==> src/rtl/snn_interfaces_pkg.sv <==
// Shared types for the event-driven conv core: coordinate pair, packing helpers
// and the scheduler state encoding.
package snn_interfaces_pkg;

    localparam int VEC_COORD_BITS = 8;

    typedef struct packed {
        logic [VEC_COORD_BITS-1:0] x;
        logic [VEC_COORD_BITS-1:0] y;
    } vec2_t;

    typedef enum logic [1:0] {
        IDLE   = 2'd0,
        FETCH  = 2'd1,
        WINDOW = 2'd2,
        SWEEP  = 2'd3
    } sched_state_t;

    // FIFO word layout is {x, y}, x in the upper half.
    function automatic logic [2*VEC_COORD_BITS-1:0] pack_coordinates(
        input logic [VEC_COORD_BITS-1:0] x,
        input logic [VEC_COORD_BITS-1:0] y
    );
        return {x, y};
    endfunction

    function automatic vec2_t unpack_coordinates(input logic [2*VEC_COORD_BITS-1:0] word);
        vec2_t v;
        v.x = word[2*VEC_COORD_BITS-1:VEC_COORD_BITS];
        v.y = word[VEC_COORD_BITS-1:0];
        return v;
    endfunction

endpackage

==> src/rtl/kernel_window_iter.sv <==
// Walks the KxK kernel window around an event (j outer, i inner) and keeps the
// current output coordinate, weight index and last-position flag in registers.
// nxt_in_bounds describes the position being loaded this cycle so the caller
// can register its valid flag alongside the coordinates.
module kernel_window_iter
    import snn_interfaces_pkg::*;
#(
    parameter int COORD_BITS  = 8,
    parameter int IMG_WIDTH   = 32,
    parameter int IMG_HEIGHT  = 32,
    parameter int KERNEL_SIZE = 3,
    parameter int KIDX_BITS   = $clog2(KERNEL_SIZE*KERNEL_SIZE)
) (
    input  logic                  clk,
    input  logic                  sys_reset,
    input  logic                  start,
    input  logic                  advance,
    input  logic [COORD_BITS-1:0] base_x,
    input  logic [COORD_BITS-1:0] base_y,
    output logic [COORD_BITS-1:0] ox,
    output logic [COORD_BITS-1:0] oy,
    output logic [KIDX_BITS-1:0]  kidx,
    output logic                  last,
    output logic                  nxt_in_bounds
);

    localparam int SW = COORD_BITS + 1;
    localparam int CW = $clog2(KERNEL_SIZE + 1);
    localparam int R  = KERNEL_SIZE / 2;

    logic [CW-1:0]        i_q, j_q, i_n, j_n;
    logic [SW-1:0]        ox_n, oy_n;
    logic [KIDX_BITS-1:0] kidx_n;
    logic                 last_n;

    // Next window position and its coordinates; signed range handled via the extra MSB.
    always_comb begin
        i_n = i_q;
        j_n = j_q;
        if (start) begin
            i_n = '0;
            j_n = '0;
        end else if (advance) begin
            if (i_q == CW'(KERNEL_SIZE - 1)) begin
                i_n = '0;
                j_n = j_q + CW'(1);
            end else begin
                i_n = i_q + CW'(1);
            end
        end
        ox_n   = {1'b0, base_x} - SW'(R) + SW'(i_n);
        oy_n   = {1'b0, base_y} - SW'(R) + SW'(j_n);
        kidx_n = KIDX_BITS'(j_n * KERNEL_SIZE + i_n);
        last_n = (i_n == CW'(KERNEL_SIZE - 1)) && (j_n == CW'(KERNEL_SIZE - 1));
        nxt_in_bounds = !ox_n[SW-1] && (ox_n < SW'(IMG_WIDTH)) &&
                        !oy_n[SW-1] && (oy_n < SW'(IMG_HEIGHT));
    end

    // Window counters and registered position outputs.
    always_ff @(posedge clk) begin
        if (sys_reset) begin
            i_q  <= '0;
            j_q  <= '0;
            ox   <= '0;
            oy   <= '0;
            kidx <= '0;
            last <= 1'b0;
        end else if (start || advance) begin
            i_q  <= i_n;
            j_q  <= j_n;
            ox   <= ox_n[COORD_BITS-1:0];
            oy   <= oy_n[COORD_BITS-1:0];
            kidx <= kidx_n;
            last <= last_n;
        end
    end

endmodule

==> src/rtl/conv_event_scheduler.sv <==
// Event/sweep scheduler for the conv core. Pops spike events and issues one
// update per in-bounds kernel position; on timestep (after the FIFO drains)
// sweeps the whole map for decay/fire.
// Handshakes: a request (upd_valid / sweep_valid) is held with stable payload
// until it is accepted (upd_ready, or sweep_ready && !output_fifo_full) on a
// rising clk edge; payload advances only after acceptance.
module conv_event_scheduler
    import snn_interfaces_pkg::*;
#(
    parameter int COORD_BITS  = 8,
    parameter int IMG_WIDTH   = 32,
    parameter int IMG_HEIGHT  = 32,
    parameter int KERNEL_SIZE = 3,
    parameter int KIDX_BITS   = $clog2(KERNEL_SIZE*KERNEL_SIZE)
) (
    input  logic                    clk,
    input  logic                    sys_reset,
    input  logic                    sys_enable,
    input  logic                    timestep,
    input  logic                    fifo_empty,
    output logic                    fifo_rd_en,
    input  logic [2*COORD_BITS-1:0] fifo_data,
    output logic                    upd_valid,
    input  logic                    upd_ready,
    output logic [COORD_BITS-1:0]   upd_x,
    output logic [COORD_BITS-1:0]   upd_y,
    output logic [KIDX_BITS-1:0]    upd_kidx,
    output logic                    sweep_valid,
    input  logic                    sweep_ready,
    output logic [COORD_BITS-1:0]   sweep_x,
    output logic [COORD_BITS-1:0]   sweep_y,
    input  logic                    output_fifo_full,
    output logic                    timestep_done,
    output logic                    timestep_overrun,
    output logic                    system_active,
    output sched_state_t            dbg_state
);

    sched_state_t            state_q, state_d;
    logic [COORD_BITS-1:0]   ex_q, ey_q;
    logic [COORD_BITS-1:0]   sx_d, sy_d;
    logic                    ts_pending;
    logic                    rd_en_d, upd_valid_d, sweep_valid_d, done_d;
    logic                    it_start, it_adv, clear_ts, latch_ev;
    logic                    it_last, it_nxt_inb;
    logic [COORD_BITS-1:0]   base_x, base_y;
    logic                    sweep_accept, sweep_last;

    assign dbg_state    = state_q;
    assign sweep_accept = sweep_valid && sweep_ready && !output_fifo_full;
    assign sweep_last   = (sweep_x == COORD_BITS'(IMG_WIDTH - 1)) &&
                          (sweep_y == COORD_BITS'(IMG_HEIGHT - 1));
    // The iterator loads straight from the FIFO on start, then works off the latched event.
    assign base_x = it_start ? fifo_data[2*COORD_BITS-1:COORD_BITS] : ex_q;
    assign base_y = it_start ? fifo_data[COORD_BITS-1:0]            : ey_q;

    kernel_window_iter #(
        .COORD_BITS (COORD_BITS),
        .IMG_WIDTH  (IMG_WIDTH),
        .IMG_HEIGHT (IMG_HEIGHT),
        .KERNEL_SIZE(KERNEL_SIZE),
        .KIDX_BITS  (KIDX_BITS)
    ) u_iter (
        .clk          (clk),
        .sys_reset    (sys_reset),
        .start        (it_start),
        .advance      (it_adv),
        .base_x       (base_x),
        .base_y       (base_y),
        .ox           (upd_x),
        .oy           (upd_y),
        .kidx         (upd_kidx),
        .last         (it_last),
        .nxt_in_bounds(it_nxt_inb)
    );

    // Next-state and next-output decode.
    always_comb begin
        state_d       = state_q;
        rd_en_d       = 1'b0;
        upd_valid_d   = upd_valid;
        sweep_valid_d = sweep_valid;
        sx_d          = sweep_x;
        sy_d          = sweep_y;
        done_d        = 1'b0;
        it_start      = 1'b0;
        it_adv        = 1'b0;
        clear_ts      = 1'b0;
        latch_ev      = 1'b0;
        unique case (state_q)
            IDLE: begin
                upd_valid_d   = 1'b0;
                sweep_valid_d = 1'b0;
                if (sys_enable) begin
                    if (!fifo_empty) begin
                        rd_en_d = 1'b1;
                        state_d = FETCH;
                    end else if (ts_pending) begin
                        sweep_valid_d = 1'b1;
                        sx_d          = '0;
                        sy_d          = '0;
                        state_d       = SWEEP;
                    end
                end
            end
            FETCH: begin
                // First FETCH cycle carries the pop; the data arrives on the second.
                if (!fifo_rd_en) begin
                    latch_ev    = 1'b1;
                    it_start    = 1'b1;
                    upd_valid_d = it_nxt_inb;
                    state_d     = WINDOW;
                end
            end
            WINDOW: begin
                // Out-of-bounds positions have upd_valid low and step after one cycle.
                if (!upd_valid || upd_ready) begin
                    if (it_last) begin
                        upd_valid_d = 1'b0;
                        state_d     = IDLE;
                    end else begin
                        it_adv      = 1'b1;
                        upd_valid_d = it_nxt_inb;
                    end
                end
            end
            SWEEP: begin
                if (sweep_accept) begin
                    if (sweep_last) begin
                        sweep_valid_d = 1'b0;
                        done_d        = 1'b1;
                        clear_ts      = 1'b1;
                        state_d       = IDLE;
                    end else if (sweep_x == COORD_BITS'(IMG_WIDTH - 1)) begin
                        sx_d = '0;
                        sy_d = sweep_y + COORD_BITS'(1);
                    end else begin
                        sx_d = sweep_x + COORD_BITS'(1);
                    end
                end
            end
            default: state_d = IDLE;
        endcase
    end

    // State, registered outputs and latched event coordinate.
    always_ff @(posedge clk) begin
        if (sys_reset) begin
            state_q       <= IDLE;
            fifo_rd_en    <= 1'b0;
            upd_valid     <= 1'b0;
            sweep_valid   <= 1'b0;
            sweep_x       <= '0;
            sweep_y       <= '0;
            timestep_done <= 1'b0;
            system_active <= 1'b0;
            ex_q          <= '0;
            ey_q          <= '0;
        end else begin
            state_q       <= state_d;
            fifo_rd_en    <= rd_en_d;
            upd_valid     <= upd_valid_d;
            sweep_valid   <= sweep_valid_d;
            sweep_x       <= sx_d;
            sweep_y       <= sy_d;
            timestep_done <= done_d;
            system_active <= (state_d != IDLE);
            if (latch_ev) begin
                ex_q <= fifo_data[2*COORD_BITS-1:COORD_BITS];
                ey_q <= fifo_data[COORD_BITS-1:0];
            end
        end
    end

    // Pending timestep flag and sticky overrun; a timestep in the finishing cycle re-arms.
    always_ff @(posedge clk) begin
        if (sys_reset) begin
            ts_pending       <= 1'b0;
            timestep_overrun <= 1'b0;
        end else begin
            if (clear_ts)
                ts_pending <= timestep;
            else if (timestep)
                ts_pending <= 1'b1;
            if (timestep && ts_pending && !clear_ts)
                timestep_overrun <= 1'b1;
        end
    end

endmodule

==> config.mk <==
export PLATFORM = sky130hd
export DESIGN_NAME = conv_event_scheduler
export DESIGN_NICKNAME = d
export VERILOG_FILES = /design/src/rtl/snn_interfaces_pkg.sv /design/src/rtl/kernel_window_iter.sv /design/src/rtl/conv_event_scheduler.sv
export SDC_FILE = /design/constraint.sdc
export NUM_CORES = 1
export LEC_CHECK = 0
export ABC_AREA = 0
export BUFFER_PORTS_ARGS = -buffer_cell sky130_fd_sc_hd__buf_2
export CAP_MARGIN = 15
export CORE_ASPECT_RATIO = 0.5
export CORE_MARGIN = 10
export CORE_UTILIZATION = 40
export DETAILED_ROUTE_END_ITERATION = 7
export HOLD_SLACK_MARGIN = 0.1
export PLACE_DENSITY_LB_ADDON = 0.15
export SLEW_MARGIN = 5
export SYNTH_ARGS = -nofsm -noshare
export SYNTH_HDL_FRONTEND = slang
export SYNTH_SLANG_ARGS = --single-unit
==> constraint.sdc <==
create_clock -name clk -period 6.9 [get_ports clk]
set_input_delay 0.345 -clock clk [delete_from_list [all_inputs] [get_ports clk]]
set_output_delay 0.345 -clock clk [all_outputs]
set_load 0.03 [all_outputs]
# --- After elaboration in Yosys (flattened, before gate mapping) ---
# Index checks and enable logic that the tools add are counted.
totals:
  reg_bits: 66
  output_inout_bits: 44
classes:
  addsub: 9
  multipliers: 1
  order_cmp: 2
  n_eq_ne: 17
  mux: 49
  bitwise_logic: 2
  reduce_logical: 26
op_table:
  columns: ["cell", "count"]
  rows:
  - ["$mux W8", 11]
  - ["$pmux W8 S2", 2]
  - ["$mux W2", 14]
  - ["$mux W1", 19]
  - ["$add A9 B2 Y9", 2]
  - ["$lt A9 B6 Y1 const B", 2]
  - ["$ne A2 B2 Y1 const B", 9]
  - ["$sub A8 B1 Y9 const B", 2]
  - ["$add A8 B1 Y8 const B", 2]
  - ["$eq A8 B5 Y1 const B", 2]
  - ["$eq A2 B2 Y1 const B", 5]
  - ["$logic_and A1 B1 Y1", 9]
  - ["$pmux W2 S4", 1]
  - ["$reduce_and A7 Y1", 1]
  - ["$reduce_and A3 Y1", 2]
  - ["$reduce_and A6 Y1", 1]
  - ["$reduce_bool A2 Y1", 3]
  - ["$logic_not A1 Y1", 5]
  - ["$add A2 B1 Y2 const B", 2]
  - ["$add A4 B2 Y4", 1]
  - ["$mul A2 B2 Y4 const B", 1]
  - ["$pmux W1 S3", 1]
  - ["$reduce_bool A3 Y1", 1]
  - ["$reduce_or A3 Y1", 1]
  - ["other kinds (5)", 7]

# --- Longest topological paths before layout ---
# Gate-level depths: netlist (run 1).
logic_depth:
  word_depth: 14
  depth_mapped: 18
  depth_no_buf: 18

# --- By module ---
# A second synthesis (run 1) with hierarchy kept.
hier_totals:
  hier_cells: 436
  area_unflattened_um2: 3836.2
modules_own_cells:
  columns: ["mod", "instances", "cells_each", "area_per_inst_um2", "seq_area_each_um2"]
  rows:
  - ["conv_event_scheduler", 1, 219, 2089.5, 820.8]
  - ["kernel_window_iter", 1, 217, 1746.7, 500.5]

# --- Least setup slack after synthesis (run 1) ---
# No wires, ideal clock.
synth_timing:
  kind: "register to register"
  startpoint: "reg state_q[1], in the netlist dbg_state[1]"
  endpoint: "reg upd_valid"
  setup_time_ns: 0.101
  arrival_ns: 4.058
  required_time_ns: 6.799
  path_slack_ns: 2.741
  path_stages_with_launch: 18
  cell_sequence: "dfxtp_1 inv_1 ha_1 nand2b_1 buf_2 buf_1 mux2i_1 ha_1 inv_1 ha_1 inv_1 fa_1 nor2b_1 o21ai_0 a311oi_1 nand2_1 or3_1 o41ai_1"
synth_between:
  elab_chain_cells: 12
  word_cells_on_any_way: 30
  cone_classes: "add/sub: 4; order compare: 2; eq/ne: 4; mux: 12; reduce/logical: 8"
synth_rtl:
  columns: ["element", "line_no", "text"]
  rows:
  - ["from (decl)", "conv_event_scheduler.sv:39", "sched_state_t state_q, state_d;"]
  - ["from (signal assigned)", "conv_event_scheduler.sv:160", "state_q <= state_d;"]
  - ["$eq A2 B1 Y1 or $eq A2 B2 Y1 (tied branches)", "conv_event_scheduler.sv:90", "unique case (state_q)"]
  - ["$mux W1", "conv_event_scheduler.sv:90", null]
  - ["$mux W8 or $mux W2 (tied branches)", null, null]
  - ["$sub A8 B1 Y9 or $mux W2 (tied branches)", "kernel_window_iter.sv:51, kernel_window_iter.sv:40", null]
  - ["$add A9 B2 Y9", "kernel_window_iter.sv:51", "ox_n = {1'b0, base_x} - SW'(R) + SW'(i_n);"]
  - ["$lt A9 B6 Y1 or $logic_not A1 Y1 (tied branches)", "kernel_window_iter.sv:55", "nxt_in_bounds = !ox_n[SW-1] && (ox_n < SW'(IMG_WIDTH)) &&"]
  - ["$logic_and A1 B1 Y1 (2 in a row)", "kernel_window_iter.sv:55", null]
  - ["$logic_and A1 B1 Y1", "kernel_window_iter.sv:56", "!oy_n[SW-1] && (oy_n < SW'(IMG_HEIGHT));"]
  - ["$mux W1", "conv_event_scheduler.sv:118", "if (it_last) begin"]
  - ["$mux W1", "conv_event_scheduler.sv:117", "if (!upd_valid || upd_ready) begin"]
  - ["$pmux W1 S3", "conv_event_scheduler.sv:90", null]
  - ["to (signal assigned)", "conv_event_scheduler.sv:162", "upd_valid <= upd_valid_d;"]
  - ["to (decl)", "conv_event_scheduler.sv:23", "output logic upd_valid,"]
# Parallel ways exist; a longest one is shown, timed or not. The select of a mux whose other input is x is not followed.
# A chain may end at the register's enable or synchronous reset.

# --- Worst setup path after layout (run 1) ---
# Same ends and word-level chain as after synthesis.

==> qor.yml, run 1 <==
placed_design:
  dp_cells: 590
  dp_hpwl_mm: 6.32
  routabilityCongestion: 0.808
  portBuffers: 67
synthesis:
  ys_warn_count: 0
  synth_cell_types: 54
  ys.flop_type: "dfxtp_1"
  ys_async_sr_fraction_pct: 0
  synth_area_leaders: "dfxtp_1 (37%), ha_1 (9.8%), nor2_1 (5.5%)"
  ys_seq_elements: 66
  synthesis.nets: 473
  netlist_instances: 417
  synth_top_area_cell: "dfxtp_1"
  synthesis.area_um2: 3560
  synth-seq-area-share_pct: 37.1
  synth_top_area_share_pct: 37.1
  synth_edf_count: 0
  syn_area_per_cell_um2: 8.54
die:
  die_y_um: 86.7
  row_count: 24
  core_um2: 8680
  die_w_um: 153
  start_util_pct: 41.0
  ios: 68
  dieArea_um2: 13300
power_and_ir_drop:
  power.switching_w: 0.000354
  p_leak_nw: 2.04
  p_seq_share_pct: 37.1
  swShare_pct: 31.3
  p_per_area_nw_per_um2: 266
  clkPwrFrac_pct: 35.5
  ir_drop_v: 0.000133
  p_int_w: 0.000776
  combPwrFrac_pct: 27.4
timing:
  tightest_slew_ns: 1.10
  hold_viol_final: 0
  min_period_ns: 4.01
  post-route-period-util_pct: 58.1
  fmax_mhz: 249
  setup_viol: 0
  final.setup.tns_ns: 0
  fin_hold_ws_ns: 0.233
  skew_ns: 0.00636
  slew_violations: 0
  relSlewSlack_pct: 26.5
  rsz0062_at_grt: "no"
grt:
  antenna_found_initial: 0
  grt_max_degree: 59
  track_usage_pct: 12.7
  grt_pass1_wl_mm: 14.1
  overflow: 0
  grt_pass1_vias: 2986
setup_path:
  path_max_fanout: 6
  critPathArrivalTime_ns: 4.23
  worstSetupEndpointType: "register"
  critPathLaunch: "dbg_state[1]"
  cp-start-kind: "register"
  timing.rr.end: "upd_valid"
  reg2reg_slack_ns: 2.89
  cp.required_ns: 7.12
  r2r_start: "dbg_state[1]"
  critical_path_class: "reg -> reg"
  r2r_cells: 17
cells_and_area:
  final-seq-area_um2: 1320
  fin_util_pct: 49.1
  nets: 540
  syn_to_final_growth_pct: 19.6
  fillCellCount: 854
  num_antenna_cells: 0
  multi_input_area_um2: 2050
  final_cells: 604
  layout-drive-gt1-share_pct: 18.3
cts:
  cts.sinks: 66
  clk_latency_ns: 0.32
  numCtsBuffers: 9
  hold_buffers: 0
  cts_resized: 0
  cts_root_buffer: "clkbuf_16"
  clk_pin_slew_ns: 0.05
  postCtsSetupRepairBufs: 0
  cts_buffer_depth: 2
  cts.htree.levels: 3
  tritoncts: "built"
drt:
  drc_errors: 0
  vias: 2951
  via_per_inst: 4.89
  firstDrtPassIters: 6
  wl_per_cell_um: 14.0
  wl_mm: 8.45
  postRouteAntennaNets: 0
  initialDrtViolationCount: 103
min_path:
  holdPathEnd: "fifo_rd_en"
  min_from: "fifo_empty"
  min_path_cells: 2
  hold_class: "in -> reg"
outcome:
  status: "complete, no violations"
job:
  max_cap_violations: 0
==> worst max path at each step <==
stage                     cells after the start  slack (ns)         to
after floorplan                              17        2.74  upd_valid
after global placement                       17        3.05  upd_valid
after detailed placement                     17        2.96  upd_valid
after CTS                                    17        2.91  upd_valid
after global routing                         18        2.58  upd_valid
final                                        17        2.89  upd_valid
==> through the flow <==
| step | total power (W) | area (um^2) | setup slack (ns) |
|---|---|---|---|
| 3_3_place_gp | 0.000737 | 4000 | 3.05 |
| 3_5_place_dp | 0.000738 | 4000 | 2.96 |
| 2_1_floorplan | 0.000663 | 3560 | 2.74 |
| 5_1_grt | 0.00119 | 4260 | 2.58 |
| 4_1_cts | 0.00114 | 4260 | 2.91 |
| 6_report | 0.00113 | 4260 | 2.89 |
==> layout by cell type (no fill, tap or decap), types with 3 or more instances in the layout <==
cell type | synthesis | final
buf_2 | 3 | 67
or3_1 | 4 | 4
dfxtp_1 | 66 | 66
o21ai_0 | 12 | 12
nand4_1 | 4 | 4
xnor2_1 | 16 | 16
clkbuf_1 | 7 | 4
a21o_1 | 3 | 3
nand3b_1 | 6 | 6
mux2i_1 | 17 | 17
nor2b_1 | 5 | 5
a211oi_1 | 10 | 10
fa_1 | 4 | 4
buf_4 | 1 | 3
nor2_1 | 52 | 52
nor3_1 | 14 | 14
o21a_1 | 3 | 3
inv_1 | 33 | 33
a21oi_1 | 26 | 26
and3_1 | 4 | 4
nand3_1 | 7 | 7
nand2b_1 | 6 | 6
nand2_1 | 37 | 37
xor2_1 | 5 | 5
and2_1 | 3 | 3
clkbuf_16 | 0 | 9
ha_1 | 28 | 28
o211ai_1 | 3 | 3
==> kinds of logic (layout without fill, tap and decap cells) <==
family | after synthesis | in the layout | share of synthesized area (%)
AOI/OAI and AO/OA | 77 | 77 | 14.0
muxes | 17 | 17 | 4.78
DFF | 66 | 66 | 37.1
xor gates and xnor gates | 21 | 21 | 5.17
adders and majority gates | 32 | 32 | 12.1
buffers and inverters | 47 | 117 | 5.17
and+or+nand+nor | 157 | 157 | 21.7
==> cells in the mapped netlist, drive strengths merged, types with 4 or more instances <==
master	instances
nand2b	6
inv	33
nor2b	5
nand4	4
mux2i	17
nand3b	6
nor3	15
nor2	52
o21ai	13
or2	4
xnor2	16
clkbuf	7
nand2	37
xor2	5
a21oi	27
ha	28
or3	5
dfxtp	66
a211oi	10
nand3	7
and3	4
fa	4
buf	7
==> layout make-up <==
class / instances / share of cell area (%)
Clock buffer: 14 / 5.97
Inverter: 33 / 2.91
Multi-Input combinational cell: 304 / 48.3
Sequential cell: 66 / 31.0
Tap cell: 117 / 3.44
Timing Repair Buffer: 70 / 8.40
==> power groups by stage <==
| stage | logic, W | clock network [W] | registers (W) |
|---|---|---|---|
| finish | 0.000310 | 0.000401 | 0.000420 |
| global route | 0.000346 | 0.000424 | 0.000422 |
| CTS | 0.000312 | 0.000411 | 0.000420 |
| detailed placement | 0.000311 | 0 | 0.000427 |
| global placement | 0.000310 | 0 | 0.000427 |
| floorplan | 0.000200 | 0 | 0.000463 |
==> state kept, by name, indices dropped and copies added (netlist names) <==
signal            count
sweep_valid           1
u_iter.last           1
system_active         1
u_iter.oy             8
sweep_y               8
fifo_rd_en            1
u_iter.kidx           4
u_iter.i_q            2
u_iter.ox             8
upd_valid             1
u_iter.j_q            2
ex_q                  8
sweep_x               8
dbg_state             2
timestep_done         1
timestep_overrun      1
ts_pending            1
ey_q                  8
==> layer usage <==
metal / track usage, % / vias up / wire (um)
li1: - / 1567 / -
met1: 15.4 / 1329 / 4220
met2: 20.8 / 49 / 3680
met3: 4.84 / 6 / 474
met4: 3.58 / 0 / 71
met5: 0 / - / 0
==> critical path, stage by stage, from the launching register on <==
cell and delay (ns):
dfxtp_1 0.43, ha_1 0.24, nor2b_1 0.21, and2_1 0.22, nand4b_1 0.12, xnor2_1 0.14
nand2_1 0.14, ha_1 0.33, inv_1 0.06, ha_1 0.19, inv_1 0.06, fa_1 0.39
nor2b_1 0.22, o21ai_0 0.14, a211oi_1 0.32, nand2_1 0.07, or3_1 0.32, o41ai_1 0.30
Power figures use the tool's default switching activity.
==> inputs of run 2 (changes only) <==
--- a/config.mk
+++ b/config.mk
@@ -5,7 +5,7 @@
 export SDC_FILE = /design/constraint.sdc
 export NUM_CORES = 1
 export LEC_CHECK = 0
-export ABC_AREA = 0
+export ABC_AREA = 1
 export BUFFER_PORTS_ARGS = -buffer_cell sky130_fd_sc_hd__buf_2
 export CAP_MARGIN = 15
 export CORE_ASPECT_RATIO = 0.5
==> constraint.sdc (replaced) <==
create_clock -name clk -period 3.85 [get_ports clk]
set_input_delay 0.1925 -clock clk [delete_from_list [all_inputs] [get_ports clk]]
set_output_delay 0.1925 -clock clk [all_outputs]
set_load 0.03 [all_outputs]
==> run 2 against run 1 <==
Combinational power grew to 3.0 times the previous value. Non-clock buffer count increased by 1. Area after synthesis grew 7.1%. Via count grew 19%. Register-to-register slack worse by 2.4 ns. Worst setup slack worse by 2.4 ns. Cell area is 7.2% higher. Total power increased by 120%. Wire length is 10% higher. Global-route usage rose by 1.2 points.
==> qor.yml, run 2 <==
setup_path:
  worstSetupEndpointType: "register"
  cp-start-kind: "register"
  reg2reg_slack_ns: 0.49  # -2.40 ns
  path_max_fanout: 5  # -1
  worst-path-buf-inv: 5  # +3
  worstSetupPathDepth: 23  # +6
  critical_path_class: "reg -> reg"
  cp_top_family: "simple AND/OR/NAND/NOR gates"
  cpMostUsedCell: "nand2_1"
  cpPeakStageDelay_ns: 0.40  # -0.03 ns
  r2r_cells: 23  # +6
  cpMaxStageDelayCell: "fa_1"
  path_cells: "inv_1 -> ha_1 -> inv_1 -> nor2_1 -> o21ai_2 -> nor3_1 -> nand2_1 -> xnor2_1 -> nand2_1 -> ha_1 -> inv_1 -> ha_1 -> inv_1 -> fa_1 -> inv_1 -> nand2_1 -> nand2_1 -> nand2_1 -> nand2_1 -> nand3_1 -> nor2_1 -> nand4_1 -> a21oi_1"
  critPathArrivalTime_ns: 3.64  # -0.59 ns
  cp.required_ns: 4.12  # -3.00 ns
grt:
  track_usage_pct: 13.9  # +1.2 points
  grt_max_degree: 39  # -34%
  grt_pass1_vias: 3355  # +12%
  grt_pass1_wl_mm: 15.8  # +12%
  overflow: 0  # unchanged
  antenna_found_initial: 0  # unchanged
power_and_ir_drop:
  p_leak_nw: 2.41  # +18%
  p_per_area_nw_per_um2: 548  # +110%
  ir_drop_v: 0.000253  # +90%
cts:
  postCtsSetupRepairBufs: 0  # unchanged
  cts_root_buffer: "clkbuf_16"
  cts.sinks: 66  # unchanged
  tritoncts: "built"
  numCtsBuffers: 9  # unchanged
  clk_latency_ns: 0.34  # +0.02 ns
  cts_buffer_depth: 2  # unchanged
  clk_pin_slew_ns: 0.06  # about the same
  cts.htree.levels: 3  # unchanged
placed_design:
  routabilityCongestion: 0.796  # -1.5%
  portBuffers: 67  # unchanged
  dp_hpwl_mm: 6.91  # +9.4%
  dp_cells: 727  # +23%
timing:
  hold_viol_final: 0  # unchanged
  final.setup.tns_ns: 0  # unchanged
  rsz0062_at_grt: "no"
  fin_hold_ws_ns: 0.118  # -0.115 ns
  setup_viol: 0  # unchanged
  skew_ns: 0.00819  # +0.00182 ns
  fmax_mhz: 297  # +19%
  slew_violations: 0  # unchanged
  min_period_ns: 3.36  # -0.645 ns
  relSlewSlack_pct: 37.1  # +11 points
  post-route-period-util_pct: 87.4  # +29 points
  tightest_slew_ns: 0.942  # -0.160 ns
die:
  start_util_pct: 40.8  # -0.24 points
  die_w_um: 158  # +3.0%
  ios: 68  # unchanged
  dieArea_um2: 14100  # +5.8%
  row_count: 25  # +4.2%
  die_y_um: 89.0  # +2.7%
  core_um2: 9350  # +7.8%
cells_and_area:
  layout_commonest_cell: "nand2_1"
  layout-drive-gt1-share_pct: 18.3  # +0.053 points
  num_antenna_cells: 0  # unchanged
  syn_to_final_growth_pct: 19.7  # about the same
  nets: 673  # +25%
  final_cells: 743  # +23%
  final_cell_mix: "nand2_1 (109), inv_1 (88), nor2_1 (70), buf_2 (67), dfxtp_1 (66)"
  fillCellCount: 958  # +12%
drt:
  firstDrtPassIters: 4  # -2
  via_per_inst: 4.73  # -3.1%
  initialDrtViolationCount: 115  # +12%
  wl_mm: 9.34  # +10%
  drc_errors: 0  # unchanged
  wl_per_cell_um: 12.6  # -10%
  vias: 3516  # +19%
  postRouteAntennaNets: 0  # unchanged
synthesis:
  synthesis.area_um2: 3810  # +7.1%
  ys_warn_count: 0  # unchanged
  yosys-top-cells-count: "nand2_1 (109), inv_1 (88), nor2_1 (70)"
  ys_async_sr_fraction_pct: 0  # unchanged
  synth-seq-area-share_pct: 34.6  # -2.5 points
  ys.flop_type: "dfxtp_1"
  netlist_instances: 549  # +32%
  ys_seq_elements: 66  # unchanged
  synth_top_area_share_pct: 34.6  # -2.5 points
  synth_top_area_cell: "dfxtp_1"
  synth_edf_count: 0  # unchanged
  synth_cell_types: 37  # -31%
  post-synth-top-count-cell: "nand2_1"
  synthesis.nets: 605  # +28%
  synth_area_leaders: "dfxtp_1 (35%), nand2_1 (11%), ha_1 (9.2%)"
  syn_area_per_cell_um2: 6.95  # -19%
min_path:
  hold_class: "in -> reg"
  min_path_cells: 3  # +1
job:
  max_cap_violations: 0  # unchanged
outcome:
  status: "complete, no violations"
[run 2: cell types whose count changed in the layout (fill, tap and decap cells not counted), sizes merged, moves of 12 or more]
cell,before,now
o21ai,13,37
inv,33,91
mux2i,17,4
xnor2,16,4
nand3,7,27
nand2,37,111
nor2,52,72
[run 2: layout make-up]
cell class	count	area (um^2)	share of cell area, %
multi-input combinational	378	2090	45.7
sequential	66	1320	29.0
timing repair buffer	71	365	8.01
inverter	91	347	7.60
clock buffer	12	267	5.84
tap	121	151	3.32
clock inverter	4	25.0	0.548
[run 2: stage by stage]
| step | setup WS (ns) | cell area, um^2 | utilization, % | power (W) |
|---|---|---|---|---|
| detailed placement | 0.338 | 4270 | 45.6 | 0.00172 |
| global placement | 0.549 | 4270 | 45.6 | 0.00172 |
| finish | 0.486 | 4560 | 48.8 | 0.00250 |
| CTS | 0.293 | 4560 | 48.7 | 0.00253 |
| floorplan | 0.591 | 3810 | - | 0.00151 |
| global route | 0.0497 | 4560 | 48.8 | 0.00270 |
[run 2: layer usage]
metal	vias to the layer above	part of all wire, %	routed length [um]	global-route usage [%]
met4	0	1.2	112	4.09
met5	-	0	0	0
met1	1583	48	4470	16.8
met2	52	46	4260	23.0
li1	1869	-	-	-
met3	12	5.3	491	4.85
[run 2: final timing paths]
kind | to | from
min reg2reg | timestep_overrun | timestep_overrun
min | ts_pending | timestep
max reg2reg | upd_valid | dbg_state[0]
max | upd_valid | dbg_state[0]
[run 2: where the power goes]
part / total [W] / leakage, nW / internal, W / switching (W)
logic: 0.000916 / 1.73 / 0.000322 / 0.000594
clock network: 0.000796 / 0.141 / 0.000486 / 0.000310
registers: 0.000789 / 0.539 / 0.000754 / 0.0000350
[run 2: cells by family (layout without fill, tap and decap cells)]
logic type	after synthesis	in the layout	share of synthesized area [%]
AO/OA/AOI/OAI	85	85	12.0
AND/OR/NAND/NOR	248	248	28.2
XOR/XNOR	9	9	2.07
flip-flops	66	66	34.6
buffers and inverters	105	178	10.8
adder cells (fa/ha/maj)	32	32	11.3
multiplexers	4	4	1.05
[run 2: what timing repair did]
item	4_1_cts	5_1_grt
endpoints found under the setup margin	0	2
resized for setup	0	1
hold buffers	0	0
endpoints found under the hold margin	0	0
[run 2: worst register-to-register path, delay by kind of cell (launching register included)]
| kind | cells | cell delay, ns |
|---|---|---|
| AND/OR/NAND/NOR | 11 | 1.14 |
| adder cells (fa/ha/maj) | 4 | 1.06 |
| buffers and inverters | 5 | 0.38 |
| flip-flops | 1 | 0.36 |
| AO/OA/AOI/OAI | 2 | 0.22 |
| XOR/XNOR | 1 | 0.15 |
